==> src/rtl/seq_det_pkg.sv <==
// Shared types and constants for the multi-channel sequence detector.
// PAT_W lives here because the per-channel context type is sized from it.
package seq_det_pkg;

    // Pattern length in bits.
    localparam int PAT_W = 3;

    // Hit counter width.
    localparam int CNT_W = 16;

    // Ceiling log2, at least 1, used for channel-index and fill widths.
    function automatic int clog2(input int value);
        int result;
        result = 1;
        while ((1 << result) < value) begin
            result = result + 1;
        end
        return result;
    endfunction

    localparam int FILL_W = clog2(PAT_W);

    // Power-up pattern: 3'b001 zero-extended to PAT_W.
    localparam logic [PAT_W-1:0] DEF_PATTERN = {{(PAT_W-1){1'b0}}, 1'b1};

    // Saturation value for the fill level.
    localparam logic [FILL_W-1:0] FILL_MAX = FILL_W'(PAT_W - 1);

    localparam logic [CNT_W-1:0] CNT_MAX = {CNT_W{1'b1}};

    // Per-channel partial-match context: recent bits (newest in LSB) and fill level.
    typedef struct packed {
        logic [PAT_W-2:0]  hist;
        logic [FILL_W-1:0] fill;
    } ctx_t;

    localparam ctx_t CTX_RESET = '{hist: {(PAT_W-1){1'b0}}, fill: {FILL_W{1'b0}}};

endpackage

==> src/rtl/seq_det_scheduler_if.sv <==
// Channel, configuration and result bus of the shared sequence detector.
// master: serial front-ends / event logic side; slave: the scheduler.
interface seq_det_scheduler_if
    import seq_det_pkg::*;
#(
    parameter int NCH = 4
) ();
    localparam int CH_W = clog2(NCH);

    logic [NCH-1:0]   ch_valid;
    logic [NCH-1:0]   ch_din;
    logic [NCH-1:0]   ch_ready;
    logic [NCH-1:0]   ch_clr;
    logic             cfg_we;
    logic [PAT_W-1:0] cfg_pattern;
    logic             det_valid;
    logic [CH_W-1:0]  det_ch;
    logic             det_hit;
    logic [CH_W-1:0]  cnt_sel;
    logic [CNT_W-1:0] cnt_out;

    modport master (
        output ch_valid, ch_din, ch_clr, cfg_we, cfg_pattern, cnt_sel,
        input  ch_ready, det_valid, det_ch, det_hit, cnt_out
    );

    modport slave (
        input  ch_valid, ch_din, ch_clr, cfg_we, cfg_pattern, cnt_sel,
        output ch_ready, det_valid, det_ch, det_hit, cnt_out
    );

endinterface

==> src/rtl/seq_det_core.sv <==
// One combinational step of the Mealy pattern detector, applied to whichever
// channel context the scheduler selects this cycle.
module seq_det_core
    import seq_det_pkg::*;
(
    input  ctx_t             i_ctx,
    input  logic             i_din,
    input  logic [PAT_W-1:0] i_pattern,
    output ctx_t             o_ctx_next,
    output logic             o_hit
);

    // Window of the last PAT_W bits including the incoming one; MSB is oldest.
    logic [PAT_W-1:0] w_window;
    assign w_window = {i_ctx.hist, i_din};

    // Shift history, saturate fill, flag a hit only once enough bits were seen.
    always_comb begin
        o_ctx_next      = i_ctx;
        o_ctx_next.hist = w_window[PAT_W-2:0];
        o_hit           = 1'b0;
        if (i_ctx.fill == FILL_MAX) begin
            o_ctx_next.fill = i_ctx.fill;
            o_hit           = (w_window == i_pattern);
        end else begin
            o_ctx_next.fill = i_ctx.fill + FILL_W'(1);
            o_hit           = 1'b0;
        end
    end

endmodule

==> src/rtl/seq_det_scheduler.sv <==
// Round-robin scheduler sharing one seq_det_core among NCH serial channels.
// Optional feature macro: HIT_COUNT_EN (per-channel saturating hit counters).
module seq_det_scheduler
    import seq_det_pkg::*;
#(
    parameter int NCH = 4
) (
    input  logic                clk,
    input  logic                reset,
    seq_det_scheduler_if.slave  bus
);
    localparam int              CH_W    = clog2(NCH);
    localparam logic [CH_W-1:0] LAST_CH = CH_W'(NCH - 1);
    localparam logic [CH_W:0]   NCH_EXT = (CH_W+1)'(NCH);

    logic [PAT_W-1:0] r_pattern;
    logic [CH_W-1:0]  r_ptr;
    ctx_t             r_ctx [NCH];
    logic             r_det_valid;
    logic [CH_W-1:0]  r_det_ch;
    logic             r_det_hit;

    logic             w_grant_any;
    logic [CH_W-1:0]  w_grant_ch;
    logic [NCH-1:0]   w_grant_vec;
    logic [CH_W:0]    w_sum;
    logic [CH_W-1:0]  w_cand;
    ctx_t             w_ctx_next;
    logic             w_hit;

    // Round-robin search from r_ptr upward; cleared channels and config writes block grants.
    always_comb begin
        w_grant_any = 1'b0;
        w_grant_ch  = {CH_W{1'b0}};
        w_grant_vec = {NCH{1'b0}};
        w_sum       = {(CH_W+1){1'b0}};
        w_cand      = {CH_W{1'b0}};
        if (bus.cfg_we == 1'b0) begin
            for (int k = 0; k < NCH; k++) begin
                w_sum = {1'b0, r_ptr} + (CH_W+1)'(k);
                if (w_sum >= NCH_EXT) begin
                    w_sum = w_sum - NCH_EXT;
                end else begin
                    w_sum = w_sum;
                end
                w_cand = w_sum[CH_W-1:0];
                if (!w_grant_any && bus.ch_valid[w_cand] && !bus.ch_clr[w_cand]) begin
                    w_grant_any = 1'b1;
                    w_grant_ch  = w_cand;
                end else begin
                    w_grant_any = w_grant_any;
                end
            end
            if (w_grant_any) begin
                w_grant_vec[w_grant_ch] = 1'b1;
            end else begin
                w_grant_vec = {NCH{1'b0}};
            end
        end else begin
            w_grant_any = 1'b0;
        end
    end

    assign bus.ch_ready = w_grant_vec;

    seq_det_core u_core (
        .i_ctx      (r_ctx[w_grant_ch]),
        .i_din      (bus.ch_din[w_grant_ch]),
        .i_pattern  (r_pattern),
        .o_ctx_next (w_ctx_next),
        .o_hit      (w_hit)
    );

    // Pattern register, loaded by a configuration write.
    always_ff @(posedge clk or negedge reset) begin
        if (!reset) begin
            r_pattern <= DEF_PATTERN;
        end else if (bus.cfg_we) begin
            r_pattern <= bus.cfg_pattern;
        end else begin
            r_pattern <= r_pattern;
        end
    end

    // Round-robin pointer moves just past the granted channel.
    always_ff @(posedge clk or negedge reset) begin
        if (!reset) begin
            r_ptr <= {CH_W{1'b0}};
        end else if (w_grant_any) begin
            r_ptr <= (w_grant_ch == LAST_CH) ? {CH_W{1'b0}} : (w_grant_ch + CH_W'(1));
        end else begin
            r_ptr <= r_ptr;
        end
    end

    // Per-channel contexts: config write clears all, ch_clr clears one, grant advances one.
    always_ff @(posedge clk or negedge reset) begin
        if (!reset) begin
            for (int i = 0; i < NCH; i++) begin
                r_ctx[i] <= CTX_RESET;
            end
        end else if (bus.cfg_we) begin
            for (int i = 0; i < NCH; i++) begin
                r_ctx[i] <= CTX_RESET;
            end
        end else begin
            for (int i = 0; i < NCH; i++) begin
                if (bus.ch_clr[i]) begin
                    r_ctx[i] <= CTX_RESET;
                end else if (w_grant_vec[i]) begin
                    r_ctx[i] <= w_ctx_next;
                end else begin
                    r_ctx[i] <= r_ctx[i];
                end
            end
        end
    end

    // Detection result one cycle after acceptance; channel and hit hold when idle.
    always_ff @(posedge clk or negedge reset) begin
        if (!reset) begin
            r_det_valid <= 1'b0;
            r_det_ch    <= {CH_W{1'b0}};
            r_det_hit   <= 1'b0;
        end else if (w_grant_any) begin
            r_det_valid <= 1'b1;
            r_det_ch    <= w_grant_ch;
            r_det_hit   <= w_hit;
        end else begin
            r_det_valid <= 1'b0;
            r_det_ch    <= r_det_ch;
            r_det_hit   <= r_det_hit;
        end
    end

    assign bus.det_valid = r_det_valid;
    assign bus.det_ch    = r_det_ch;
    assign bus.det_hit   = r_det_hit;

`ifdef HIT_COUNT_EN
    logic [CNT_W-1:0] r_cnt [NCH];

    // Saturating per-channel hit counters, cleared with their context.
    always_ff @(posedge clk or negedge reset) begin
        if (!reset) begin
            for (int i = 0; i < NCH; i++) begin
                r_cnt[i] <= {CNT_W{1'b0}};
            end
        end else if (bus.cfg_we) begin
            for (int i = 0; i < NCH; i++) begin
                r_cnt[i] <= {CNT_W{1'b0}};
            end
        end else begin
            for (int i = 0; i < NCH; i++) begin
                if (bus.ch_clr[i]) begin
                    r_cnt[i] <= {CNT_W{1'b0}};
                end else if (w_grant_vec[i] && w_hit && (r_cnt[i] != CNT_MAX)) begin
                    r_cnt[i] <= r_cnt[i] + CNT_W'(1);
                end else begin
                    r_cnt[i] <= r_cnt[i];
                end
            end
        end
    end

    // Combinational counter read; unmapped selects read as zero.
    always_comb begin
        bus.cnt_out = {CNT_W{1'b0}};
        if (int'(bus.cnt_sel) < NCH) begin
            bus.cnt_out = r_cnt[bus.cnt_sel];
        end else begin
            bus.cnt_out = {CNT_W{1'b0}};
        end
    end
`else
    assign bus.cnt_out = {CNT_W{1'b0}};
`endif

endmodule

==> src/flat_wrapper.sv <==
// flat-port wrapper written by rule: the top's interface ports become plain ports
module seq_det_scheduler_flat import seq_det_pkg::*;
#(
    parameter int NCH = 4
)
  (clk, reset, bus_ch_valid, bus_ch_din, bus_ch_clr, bus_cfg_we, bus_cfg_pattern, bus_cnt_sel, bus_ch_ready, bus_det_valid, bus_det_ch, bus_det_hit, bus_cnt_out);
  seq_det_scheduler_if #(.NCH(NCH)) bus_i ();
  input  logic clk;
  input  logic reset;
  input wire logic [$bits(bus_i.ch_valid)-1:0] bus_ch_valid;
  input wire logic [$bits(bus_i.ch_din)-1:0] bus_ch_din;
  input wire logic [$bits(bus_i.ch_clr)-1:0] bus_ch_clr;
  input wire logic [$bits(bus_i.cfg_we)-1:0] bus_cfg_we;
  input wire logic [$bits(bus_i.cfg_pattern)-1:0] bus_cfg_pattern;
  input wire logic [$bits(bus_i.cnt_sel)-1:0] bus_cnt_sel;
  output wire logic [$bits(bus_i.ch_ready)-1:0] bus_ch_ready;
  output wire logic [$bits(bus_i.det_valid)-1:0] bus_det_valid;
  output wire logic [$bits(bus_i.det_ch)-1:0] bus_det_ch;
  output wire logic [$bits(bus_i.det_hit)-1:0] bus_det_hit;
  output wire logic [$bits(bus_i.cnt_out)-1:0] bus_cnt_out;
  assign bus_i.ch_valid = bus_ch_valid;
  assign bus_i.ch_din = bus_ch_din;
  assign bus_i.ch_clr = bus_ch_clr;
  assign bus_i.cfg_we = bus_cfg_we;
  assign bus_i.cfg_pattern = bus_cfg_pattern;
  assign bus_i.cnt_sel = bus_cnt_sel;
  assign bus_ch_ready = bus_i.ch_ready;
  assign bus_det_valid = bus_i.det_valid;
  assign bus_det_ch = bus_i.det_ch;
  assign bus_det_hit = bus_i.det_hit;
  assign bus_cnt_out = bus_i.cnt_out;
  seq_det_scheduler #(.NCH(NCH)) u_core (.clk(clk), .reset(reset), .bus(bus_i));
endmodule
==> config.mk <==
export PLATFORM = sky130hd
export DESIGN_NAME = seq_det_scheduler_flat
export DESIGN_NICKNAME = d
export VERILOG_FILES = /design/src/rtl/seq_det_pkg.sv /design/src/rtl/seq_det_scheduler_if.sv /design/src/rtl/seq_det_core.sv /design/src/rtl/seq_det_scheduler.sv /design/src/flat_wrapper.sv
export SDC_FILE = /design/constraint.sdc
export NUM_CORES = 1
export LEC_CHECK = 0
export ABC_AREA = 0
export BUFFER_PORTS_ARGS = -buffer_cell sky130_fd_sc_hd__buf_2
export CAP_MARGIN = 20
export CORE_AREA = 2 2 57 85
export CTS_CLUSTER_DIAMETER = 60
export DETAILED_ROUTE_END_ITERATION = 10
export DIE_AREA = 0 0 59 87
export GPL_TIMING_DRIVEN = 0
export SYNTH_ARGS = -nofsm -noshare
export SYNTH_HDL_FRONTEND = slang
export SYNTH_SLANG_ARGS = --single-unit
==> constraint.sdc <==
create_clock -name clk -period 4 [get_ports clk]
set_clock_uncertainty 0.2 [all_clocks]
set_input_delay 0.4 -clock clk [delete_from_list [all_inputs] [get_ports clk]]
set_output_delay 0.4 -clock clk [all_outputs]
set_load 0.05 [all_outputs]
==> metrics.cfg, run 1 <==
[hold_path]
min-delay-path-class=input port to flop

[setup_path]
cp_cell_sequence=nor2b_1, o21a_1, o21ai_4, nand2_1, inv_1, buf_2
required_ns=3.40
cp-start-kind=flop
worstPathArrival_ns=2.22
endpoint_kind=primary output
cp_max_fo=10
slowest_stage=dfrtp_1
cpPeakStageDelay_ns=0.45
path_class=flop to primary output

[place]
place_area_sq_um=1720
place.gp.congestion=0.808
dpl.hpwl_mm=2.50
port_buffers=25
pre_cts_ws_ns=1.14

[grt]
first_global_vias=1118
grt_max_degree=26
grt_pass1_wl_mm=5.18
grt-ovfl-total=0
gr-usage-all-layers=0.132
antenna_found_initial=0

[die]
io-pin-count=44
num_rows=30
die_x_um=59
core_area_sq_um=4430
die_area_sq_um=5130
initial_core_util=0.334
die_h_um=87

[detailed_routing]
drt-vias-per-instance=4.63
routed_wl_mm=3.15
vias=1162
route.detailed.drc=0
wl_per_cell_um=12.6
initialDrtViolationCount=56
antenna_left=0
first_pass_iters=4

[sta]
fmax_ghz=0.354
worst_slew_pin_slew_ns=0.573
rsz0062_at_grt=no
min_period_ns=2.82
report.final.slew_viol_count=0
tns_ns=0
min_period_over_period=0.706
final-hold-violation-count=0
finalWorstSetupSlack_ns=1.18
setup_viol=0
relSlewSlack=0.618

[clock_tree]
numCtsBuffers=3
clkSinkCount=25
clk_pin_slew_worst_paths_ns=0.09
clock_latency_ns=0.27
cts_buffer_depth=2
cts_setup_buffers=0
clock-root-buffer=clkbuf_8
cts_tree=built
htree_levels=1
cts_resized=0

[run_status]
status=finished, final reports clean

[final_layout]
stdcell_area_sq_um=1780
num-fill-cells=473
diodes=0
finish.net_count=226
multi_input_area_sq_um=752
drive_above_1_share=0.300
area_growth_pct=20.0
ff_latch_area_sq_um=627

[synth]
synth.yosys.seq_area_share=0.423
yosys_register_bits=25
ys.warnings.count=0
syn_avg_cell_area_sq_um=9.38
synth_area_sq_um=1480
synth_cell_type_count=39
synthCells=158

[pwr]
leakagePower_nw=0.969
power_density_nw_per_um2=369
ir_worst_vdd_mv=0.179
finalPower_uw=655

[run]
drv_cap=0

-- critical path, delay by kind of cell, from the launching register on --
kind | cells | cell delay (ns)
compound gates | 2 | 0.57
buf+inv | 2 | 0.48
flops | 1 | 0.45
simple gates | 2 | 0.44
-- cell usage in the layout, fill, tap and decap left out, types with 2 or more instances in the layout --
cell,instances
buf_2,25
nand2_1,24
dfrtp_1,24
buf_4,16
conb_1,16
o21ai_0,11
nand3_1,10
nor2_1,9
mux2i_1,9
inv_1,8
nand2b_1,5
a21oi_1,4
mux2_2,4
clkbuf_8,3
nor2b_1,2
o221ai_1,2
a31o_2,2
or3b_2,2
xor2_1,2
ha_1,2
-- Yosys cell counts, drive strengths merged --
cell type  number  area [sq um]
nand2          25          96.4
dfrtp          24           601
buf            17           124
o21ai          12          71.3
mux2i          10           104
nand3          10          50.1
nor2           10          40.0
inv             8          30.0
nand2b          5          31.3
a21oi           4          20.0
mux2            4          45.0
a31o            2          17.5
ha              2          25.0
nor2b           2          12.5
o221ai          2          17.5
o22ai           2          18.8
or3b            2          17.5
xor2            2          17.5
a21boi          1          7.51
a21o            1          7.51
and2            1          6.26
and3            1          6.26
and3b           1          8.76
clkbuf          1          5.00
conb            1          3.75
dfstp           1          26.3
nand3b          1          11.3
nand4bb         1          11.3
nor3b           1          7.51
o21a            1          7.51
o31a            1          8.76
o41ai           1          16.3
xnor2           1          8.76
-- per-layer routing --
| layer | GRT usage | share of wire |
|---|---|---|
| met1 | 0.164 | 0.45 |
| met5 | 0 | 0 |
| met4 | 0.0558 | 0.017 |
| met3 | 0.0178 | 0.051 |
| met2 | 0.226 | 0.48 |
-- worst paths after layout --
path	start	to	slack, ns	cells past startpoint
setup / recovery	u_core.r_ptr[0]$_DFFE_PN0P_	bus_ch_ready[1]	1.18	6
max in group asynchronous	reset	u_core.r_ctx[8]$_DFFE_PN0P_	2.77	2
min in group asynchronous	reset	u_core.r_pattern[1]$_DFFE_PN0P_	0.45	2
setup reg to reg	u_core.r_ptr[0]$_DFFE_PN0P_	u_core.bus.det_hit$_DFFE_PN0P_	1.29	8
hold reg to reg	u_core.bus.det_ch[1]$_DFFE_PN0P_	u_core.bus.det_ch[1]$_DFFE_PN0P_	0.27	2
hold / removal	bus_ch_din[2]	u_core.r_ctx[6]$_DFFE_PN0P_	0.13	3
-- stage by stage --
step / utilization / instances / hold WS, ns
after CTS: 0.401 / 251 / 0.128
after floorplan: - / 173 / -0.0956
after detailed placement: 0.389 / 246 / 0.230
final: 0.401 / 251 / 0.125
after global routing: 0.401 / 251 / 0.127
after global placement: 0.389 / 246 / 0.228
-- logic make-up (layout without fill, tap and decap cells) --
kind of cell,count (synthesis),in the layout,synth area share
simple gates,60,60,0.202
compound gates,27,27,0.130
buf+inv,26,56,0.107
flops,25,25,0.423
mux,14,14,0.101
xor+xnor,3,3,0.0177
fa+ha+maj,2,2,0.0169
other cells,1,16,0.00253
-- flip-flops by register name, indices dropped and copies added (netlist names) --
register / cells
u_core.bus.det_ch: 2
u_core.bus.det_hit: 1
u_core.bus.det_valid: 1
u_core.r_ctx: 16
u_core.r_pattern: 3
u_core.r_ptr: 2
-- where the power goes --
group / switching, mW / internal [mW] / total [mW] / leakage [nW]
clock: 0.0795 / 0.0713 / 0.151 / 0.0228
combinational: 0.142 / 0.0673 / 0.209 / 0.619
sequential: 0.0182 / 0.277 / 0.295 / 0.327
-- area by class of cell --
type,count,area share
Buffer,18,0.0725
Inverter,8,0.0169
Clock buffer,4,0.0253
Sequential cell,25,0.353
Multi-Input combinational cell,122,0.423
Tap cell,48,0.0338
Timing Repair Buffer,26,0.0760
-- timing repair --
item                                   4_1_cts  5_1_grt
endpoints found under the hold margin       24        0
setup endpoints to repair                    0        0
hold buffers                                 1        0
Note: power is estimated with default switching activity, not from simulation.
==> inputs of run 2 (changes only) <==
--- a/config.mk
+++ b/config.mk
@@ -5,13 +5,13 @@
 export SDC_FILE = /design/constraint.sdc
 export NUM_CORES = 1
 export LEC_CHECK = 0
-export ABC_AREA = 0
+export ABC_AREA = 1
 export BUFFER_PORTS_ARGS = -buffer_cell sky130_fd_sc_hd__buf_2
 export CAP_MARGIN = 20
-export CORE_AREA = 2 2 57 85
+export CORE_AREA = 2 2 63 95
 export CTS_CLUSTER_DIAMETER = 60
 export DETAILED_ROUTE_END_ITERATION = 10
-export DIE_AREA = 0 0 59 87
+export DIE_AREA = 0 0 65 97
 export GPL_TIMING_DRIVEN = 0
 export SYNTH_ARGS = -nofsm -noshare
 export SYNTH_HDL_FRONTEND = slang
==> constraint.sdc (replaced) <==
create_clock -name clk -period 2.7 [get_ports clk]
set_clock_uncertainty 0.2 [all_clocks]
set_input_delay 0.27 -clock clk [delete_from_list [all_inputs] [get_ports clk]]
set_output_delay 0.27 -clock clk [all_outputs]
set_load 0.05 [all_outputs]
==> metrics.cfg, run 2 <==
[hold_path]
hold_start=bus_cfg_pattern[2]  ; was bus_ch_din[2]
min-delay-path-class=input port to flop  ; unchanged

[sta]
worst_slew_pin_slew_ns=0.560  ; was 0.573 ns
rsz0062_at_grt=yes  ; was no
min_period_ns=2.70
fmax_ghz=0.371
report.final.slew_viol_count=0  ; unchanged
whs_ns=0.00844  ; was 0.125 ns
setup_viol=0  ; unchanged
relSlewSlack=0.627  ; was 0.618
tns_ns=0  ; unchanged
final-hold-violation-count=0  ; unchanged
min_period_over_period=0.999

[run_status]
status=finished, final reports clean  ; unchanged

[setup_path]
rr_startpoint=u_core.r_ptr[0]$_DFFE_PN0P_  ; unchanged
path_class=flop to primary output  ; unchanged
endpoint_kind=primary output  ; unchanged
required_ns=2.23  ; was 3.40 ns
startpoint=u_core.r_ptr[0]$_DFFE_PN0P_  ; unchanged
worstPathArrival_ns=2.23  ; was 2.22 ns
cp-start-kind=flop  ; unchanged
cp_max_fo=8  ; was 10

[detailed_routing]
antenna_left=0  ; unchanged
routed_wl_mm=4.94  ; was 3.15 mm
wl_per_cell_um=12.7  ; was 12.6 um
drt-vias-per-instance=4.66  ; was 4.63
route.detailed.drc=0  ; unchanged
vias=1811  ; was 1162
first_pass_iters=4  ; unchanged
initialDrtViolationCount=115  ; was 56

[synth]
syn_avg_cell_area_sq_um=7.78  ; was 9.38 sq um
synth_ff_type=dfrtp_1  ; unchanged
async_reset_ff_frac=1.00  ; unchanged
yosysMostFrequentCell=nand2_1
synthCells=242  ; was 158
synth_area_leader_cell=dfrtp_1  ; unchanged
synth_common_cells=65 x nand2_1, 33 x inv_1, 24 x dfrtp_1  ; was 24 x dfrtp_1, 24 x nand2_1, 16 x buf_4
synth.yosys.seq_area_share=0.333  ; was 0.423
synth_cell_type_count=29  ; was 39
synth_area_sq_um=1880  ; was 1480 sq um
synth-edff-count=0  ; unchanged
synthTopCellsByArea=dfrtp_1 32%, nand2_1 13%, inv_1 6.6%, buf_4 6.4%, nand3_2 5.8%  ; was dfrtp_1 41%, buf_4 8.1%, mux2i_1 6.1%, nand2_1 6.1%, o21ai_0 3.7%
netlist.area_leader.share=0.319  ; was 0.405
yosys_register_bits=25  ; unchanged
ys.warnings.count=0  ; unchanged

[place]
port_buffers=25  ; unchanged
dpl.hpwl_mm=3.40  ; was 2.50 mm
place.gp.congestion=0.778  ; was 0.808

[die]
die_x_um=65  ; was 59 um
num_rows=33  ; was 30
io-pin-count=44  ; unchanged
die_h_um=97  ; was 87 um
initial_core_util=0.348  ; was 0.334
die_area_sq_um=6310  ; was 5130 sq um
core_area_sq_um=5410  ; was 4430 sq um

[clock_tree]
clkSinkCount=25  ; unchanged
cts_buffer_depth=2  ; unchanged
clock-root-buffer=clkbuf_8  ; unchanged
numCtsBuffers=3  ; unchanged
clk_pin_slew_worst_paths_ns=0.08  ; was 0.09 ns
clock_latency_ns=0.26  ; was 0.27 ns
htree_levels=1  ; unchanged
cts_tree=built  ; unchanged

[grt]
antenna_found_initial=0  ; unchanged
grt-ovfl-total=0  ; unchanged
gr-usage-all-layers=0.150  ; was 0.132
grt_pass1_wl_mm=7.63  ; was 5.18 mm
grt_max_degree=26  ; unchanged
first_global_vias=1656  ; was 1118

[final_layout]
largest_register_ffs=16  ; unchanged
final_util=0.513  ; was 0.401
drive_above_1_share=0.502  ; was 0.300
finish.net_count=342  ; was 226
num-fill-cells=521  ; was 473
final_cell_mix=49 x nand2_1, 43 x buf_4, 27 x inv_1, 23 x dfrtp_1, 21 x buf_2  ; was 25 x buf_2, 24 x nand2_1, 24 x dfrtp_1, 16 x buf_4, 16 x conb_1
diodes=0  ; unchanged
final_common_cell=nand2_1  ; was buf_2
regMostFlops=u_core.r_ctx  ; unchanged
reg_top3=u_core.r_ctx (16), u_core.r_pattern (3)  ; unchanged
area_growth_pct=47.2  ; was 20.0%

[run]
drv_cap=0  ; unchanged

==> run 2: cell count changes in the layout (fill, tap and decap cells not counted), moves of 9 or more <==
| cell | before | now |
|---|---|---|
| buf_4 | 16 | 43 |
| nand2_1 | 24 | 49 |
| inv_1 | 8 | 27 |
| nand2_2 | 1 | 15 |
| nand2_4 | 0 | 10 |
| nand3_2 | 0 | 10 |
| mux2i_1 | 9 | 0 |
| o21ai_0 | 11 | 2 |
==> run 2: layout make-up <==
| type | count | area, sq um | area share |
|---|---|---|---|
| plain buffers | 20 | 175 | 0.0632 |
| well taps | 70 | 87.6 | 0.0316 |
| repair buffers | 58 | 430 | 0.155 |
| multi-input cells | 171 | 1220 | 0.439 |
| inverters | 41 | 190 | 0.0686 |
| flip-flops and latches | 25 | 628 | 0.227 |
| clock buffers | 4 | 45.0 | 0.0162 |
==> run 2: worst paths after layout <==
kind	to	slack [ns]	depth (start not counted)
max	bus_ch_ready[0]	0.003	13
min	u_core.r_pattern[2]$_DFFE_PN0P_	0.008	3
max reg2reg	u_core.bus.det_hit$_DFFE_PN0P_	0.01	21
min reg2reg	u_core.bus.det_ch[0]$_DFFE_PN0P_	0.28	2
max in group asynchronous	u_core.r_ptr[1]$_DFFE_PN0P_	1.58	2
min in group asynchronous	u_core.bus.det_hit$_DFFE_PN0P_	0.32	2
==> run 2: layer usage <==
metal / global-route usage / part of all wire
met5: 0 / 0
met4: 0.0409 / 0.019
met3: 0.0163 / 0.038
met2: 0.280 / 0.57
met1: 0.177 / 0.37
==> run 2: stage by stage <==
stage                     setup WS, ns  std cells  cell area, sq um
after global placement          -0.136        352              2150
after CTS                     -0.00981        365              2350
after floorplan                  0.183        257              1940
after detailed placement        -0.205        352              2150
final                          0.00258        389              2770
after global routing            -0.191        389              2770
==> run 2: kinds of logic (layout without fill, tap and decap cells) <==
group | count (synthesis) | in the layout | synth area share
AO/OA/AOI/OAI | 30 | 30 | 0.0937
adder cells (fa/ha/maj) | 2 | 2 | 0.0133
buffers and inverters | 61 | 123 | 0.171
flip-flops | 25 | 25 | 0.333
other | 1 | 16 | 0.00199
AND/OR/NAND/NOR | 123 | 123 | 0.387
==> run 2: timing repair <==
| action | 4_1_cts | 5_1_grt |
|---|---|---|
| endpoints found under the setup margin | 13 | 13 |
| buffers inserted | 8 | 24 |
| gates resized for setup | 22 | 65 |
| hold endpoints to repair | 24 | 0 |
| hold buffers | 1 | 0 |
| pin swaps | 5 | 33 |
==> run 2: worst max-delay path, stage by stage, from the launching register on <==
cell and delay [ns]:
dfrtp_1 0.35, buf_6 0.16, clkinv_8 0.09, nand2_4 0.06
nand2_4 0.05, nand3_4 0.12, nand2_8 0.09, nor2_8 0.15
nand3_4 0.11, buf_4 0.15, nand3_1 0.08, nand2_2 0.16
nor3_4 0.21, buf_6 0.19
Power of run 2 is left out: the tool's default activity adds up to more than one toggle a clock period on the data nets, which glitch-free logic cannot reach.
==> inputs of run 3 (changes only) <==
--- a/config.mk
+++ b/config.mk
@@ -8,11 +8,12 @@
 export ABC_AREA = 1
 export BUFFER_PORTS_ARGS = -buffer_cell sky130_fd_sc_hd__buf_2
 export CAP_MARGIN = 20
-export CORE_AREA = 2 2 63 95
+export CORE_AREA = 2 2 64 96
 export CTS_CLUSTER_DIAMETER = 60
 export DETAILED_ROUTE_END_ITERATION = 10
-export DIE_AREA = 0 0 65 97
+export DIE_AREA = 0 0 66 98
 export GPL_TIMING_DRIVEN = 0
 export SYNTH_ARGS = -nofsm -noshare
 export SYNTH_HDL_FRONTEND = slang
+export SYNTH_HIERARCHICAL = 1
 export SYNTH_SLANG_ARGS = --single-unit
==> metrics.cfg, run 3 <==
[run_status]
status=finished with violations  ; was finished, final reports clean
violations=negative hold slack

[sta]
worst_slew_pin_slew_ns=0.570  ; was 0.560 ns
setup_viol=0  ; unchanged
report.final.slew_viol_count=0  ; unchanged
min_period_ns=2.68  ; was 2.70 ns
rsz0062_at_grt=yes  ; unchanged
min_period_over_period=0.994  ; was 0.999
fmax_ghz=0.373  ; was 0.371 GHz
finalWorstSetupSlack_ns=0.0169  ; was 0.00258 ns
whs_ns=-0.0000381  ; was 0.00844 ns
final-hold-violation-count=1  ; was 0
relSlewSlack=0.620  ; was 0.627

[synth]
netlist.area_leader.share=0.314  ; was 0.319
synth_area_leader_cell=dfrtp_1  ; unchanged
synth_top_family_by_area=simple AND/OR/NAND/NOR gates  ; unchanged
synth_simple_gate_area_frac=0.459  ; was 0.387
async_reset_ff_frac=1.00  ; unchanged
syn_avg_cell_area_sq_um=7.05  ; was 7.78 sq um
synth_cell_type_count=28  ; was 29
synthCells=271  ; was 242
synth-xor-area-share=0  ; unchanged
yosys_register_bits=25  ; unchanged
synth_compound_area_frac=0.0196  ; was 0.0937
synthAdderAreaFrac=0.0131  ; was 0.0133
synth-edff-count=0  ; unchanged
ys.warnings.count=6  ; was 0
yosysMostFrequentCell=nand2_1  ; unchanged
synthTopCellsByArea=dfrtp_1 31%, nand2_1 20%, nand3_1 9.7%, inv_1 7.7%, buf_4 7.5%  ; was dfrtp_1 32%, nand2_1 13%, inv_1 6.6%, buf_4 6.4%, nand3_2 5.8%
synth_area_sq_um=1910  ; was 1880 sq um
synth_common_cells=101 x nand2_1, 39 x inv_1, 37 x nand3_1  ; was 65 x nand2_1, 33 x inv_1, 24 x dfrtp_1
synth.yosys.seq_area_share=0.328  ; was 0.333
synth_ff_type=dfrtp_1  ; unchanged
synth_mux_area_frac=0  ; unchanged

[clock_tree]
clock_latency_ns=0.28  ; was 0.26 ns
cts_buffer_depth=2  ; unchanged
htree_levels=1  ; unchanged
numCtsBuffers=3  ; unchanged
cts_tree=built  ; unchanged
clkSinkCount=25  ; unchanged
clock-root-buffer=clkbuf_8  ; unchanged
clk_pin_slew_worst_paths_ns=0.09  ; was 0.08 ns

[pwr]
clkPwrFrac=0.058
ir_worst_vdd_mv=0.563
internal-power_mw=1.81
p_seq_frac=0.150
p_comb_frac=0.792
p_sw_mw=2.07
leakagePower_nw=1.45
swShare=0.534
power_density_nw_per_um2=1490

[grt]
grt_pass1_wl_mm=6.97  ; was 7.63 mm
antenna_found_initial=0  ; unchanged
grt_max_degree=26  ; unchanged
first_global_vias=1559  ; was 1656
grt-ovfl-total=0  ; unchanged
gr-usage-all-layers=0.139  ; was 0.150

[final_layout]
final_common_cell=nand2_1  ; unchanged
area_growth_pct=36.8  ; was 47.2%
ff_latch_area_sq_um=628  ; unchanged
reg_top3=u_core/r_ctx (16), u_core/r_pattern (3)  ; was u_core.r_ctx (16), u_core.r_pattern (3)
final_util=0.459  ; was 0.513
stdcell_area_sq_um=2620  ; was 2770 sq um
regMostFlops=u_core/r_ctx  ; was u_core.r_ctx
num-fill-cells=600  ; was 521
diodes=0  ; unchanged
final_cell_mix=85 x nand2_1, 36 x buf_4, 36 x inv_1, 33 x nand3_1, 23 x dfrtp_1  ; was 49 x nand2_1, 43 x buf_4, 27 x inv_1, 23 x dfrtp_1, 21 x buf_2
largest_register_ffs=16  ; unchanged
multi_input_area_sq_um=1150  ; was 1220 sq um
drive_above_1_share=0.369  ; was 0.502
finish.net_count=359  ; was 342

[place]
pre_cts_ws_ns=-0.102  ; was -0.205 ns
place_area_sq_um=2180  ; was 2150 sq um
place.gp.congestion=0.842  ; was 0.778
dpl.hpwl_mm=3.51  ; was 3.40 mm
port_buffers=24  ; was 25

[setup_path]
cp-start-kind=flop  ; unchanged
cp_max_fo=8  ; unchanged
endpoint_kind=primary output  ; unchanged
worstPathArrival_ns=2.21  ; was 2.23 ns
rr_startpoint=u_core/r_ptr[0]$_DFFE_PN0P_  ; was u_core.r_ptr[0]$_DFFE_PN0P_
startpoint=u_core/r_ptr[0]$_DFFE_PN0P_  ; was u_core.r_ptr[0]$_DFFE_PN0P_
path_class=flop to primary output  ; unchanged
required_ns=2.23  ; about the same

[die]
die_x_um=66  ; was 65 um
initial_core_util=0.335  ; was 0.348
core_area_sq_um=5700  ; was 5410 sq um
io-pin-count=44  ; unchanged
num_rows=34  ; was 33
die_h_um=98  ; was 97 um
die_area_sq_um=6470  ; was 6310 sq um

[detailed_routing]
drt-vias-per-instance=4.36  ; was 4.66
routed_wl_mm=4.68  ; was 4.94 mm
vias=1780  ; was 1811
initialDrtViolationCount=94  ; was 115
first_pass_iters=4  ; unchanged
wl_per_cell_um=11.5  ; was 12.7 um
route.detailed.drc=0  ; unchanged
antenna_left=0  ; unchanged

[hold_path]
hold_start=bus_cfg_pattern[1]  ; was bus_cfg_pattern[2]
min-delay-path-class=input port to flop  ; unchanged

[run]
drv_cap=0  ; unchanged

[run 3: metal layers]
layer,up-vias,GRT usage,wire length [um]
met4,0,0.0502,78
met5,-,0,0
met3,7,0.0150,162
li1,928,-,-
met2,36,0.267,2610
met1,809,0.151,1830
[run 3: final timing paths]
path,endpoint,slack [ns],depth (start not counted)
worst max-delay path,bus_ch_ready[1],0.02,14
worst min-delay path,u_core/r_pattern[1]$_DFFE_PN0P_,-0.00004,3
worst max register to register,u_core/r_ctx[13]$_DFFE_PN0P_,0.07,17
worst min register to register,u_core/r_pattern[0]$_DFFE_PN1P_,0.28,2
max in group asynchronous,u_core/r_ptr[1]$_DFFE_PN0P_,1.57,2
min in group asynchronous,u_core/r_ctx[8]$_DFFE_PN0P_,0.31,2
[run 3: cells by family after synthesis]
kind of cell / count (synthesis)
buffers and inverters: 68
DFF: 25
AOI/OAI and AO/OA: 5
other: 1
adders and majority gates: 2
and+or+nand+nor: 170
[run 3: power by group through the flow]
stage                     clock (mW)  sequential, mW  combinational [mW]
after floorplan                    0           0.671                1.72
after global placement             0           0.589                2.24
after detailed placement           0           0.592                2.26
after CTS                      0.234           0.584                2.32
after global routing           0.242           0.597                3.33
final                          0.226           0.583                3.08
[run 3: final cells by class]
type,count,share of cell area
clock buffer,3,0.0158
buffer,22,0.0636
tap,72,0.0344
timing repair buffer,46,0.133
clock inverter,1,0.00191
multi-input combinational,193,0.440
sequential,25,0.240
inverter,46,0.0718
[run 3: what timing repair did]
item                                   4_1_cts  5_1_grt
hold buffers                                 3        0
setup endpoints to repair                    9       13
gates resized for setup                      8       44
pin swaps                                    0       18
endpoints found under the hold margin       26        0
setup buffers                                0       19
[run 3: critical path, cell delays in order, from the launching register on]
cell	delay [ns]
dfrtp_1	0.38
buf_6	0.15
nand2_1	0.11
nand2_2	0.09
nand3_4	0.12
nand2_8	0.08
nor2_8	0.14
nand3_4	0.10
nand2_8	0.10
nand2_8	0.08
nor2_8	0.15
buf_4	0.14
nand2_4	0.07
inv_4	0.07
buf_8	0.14
[run 3: through the flow]
step / total power, mW / cells / TNS (ns)
4_1_cts: 3.13 / 389 / -0.0246
5_1_grt: 4.17 / 408 / -0.560
2_1_floorplan: 2.39 / 286 / 0
6_report: 3.89 / 408 / 0
3_5_place_dp: 2.85 / 382 / -0.261
3_3_place_gp: 2.83 / 382 / -0.0734
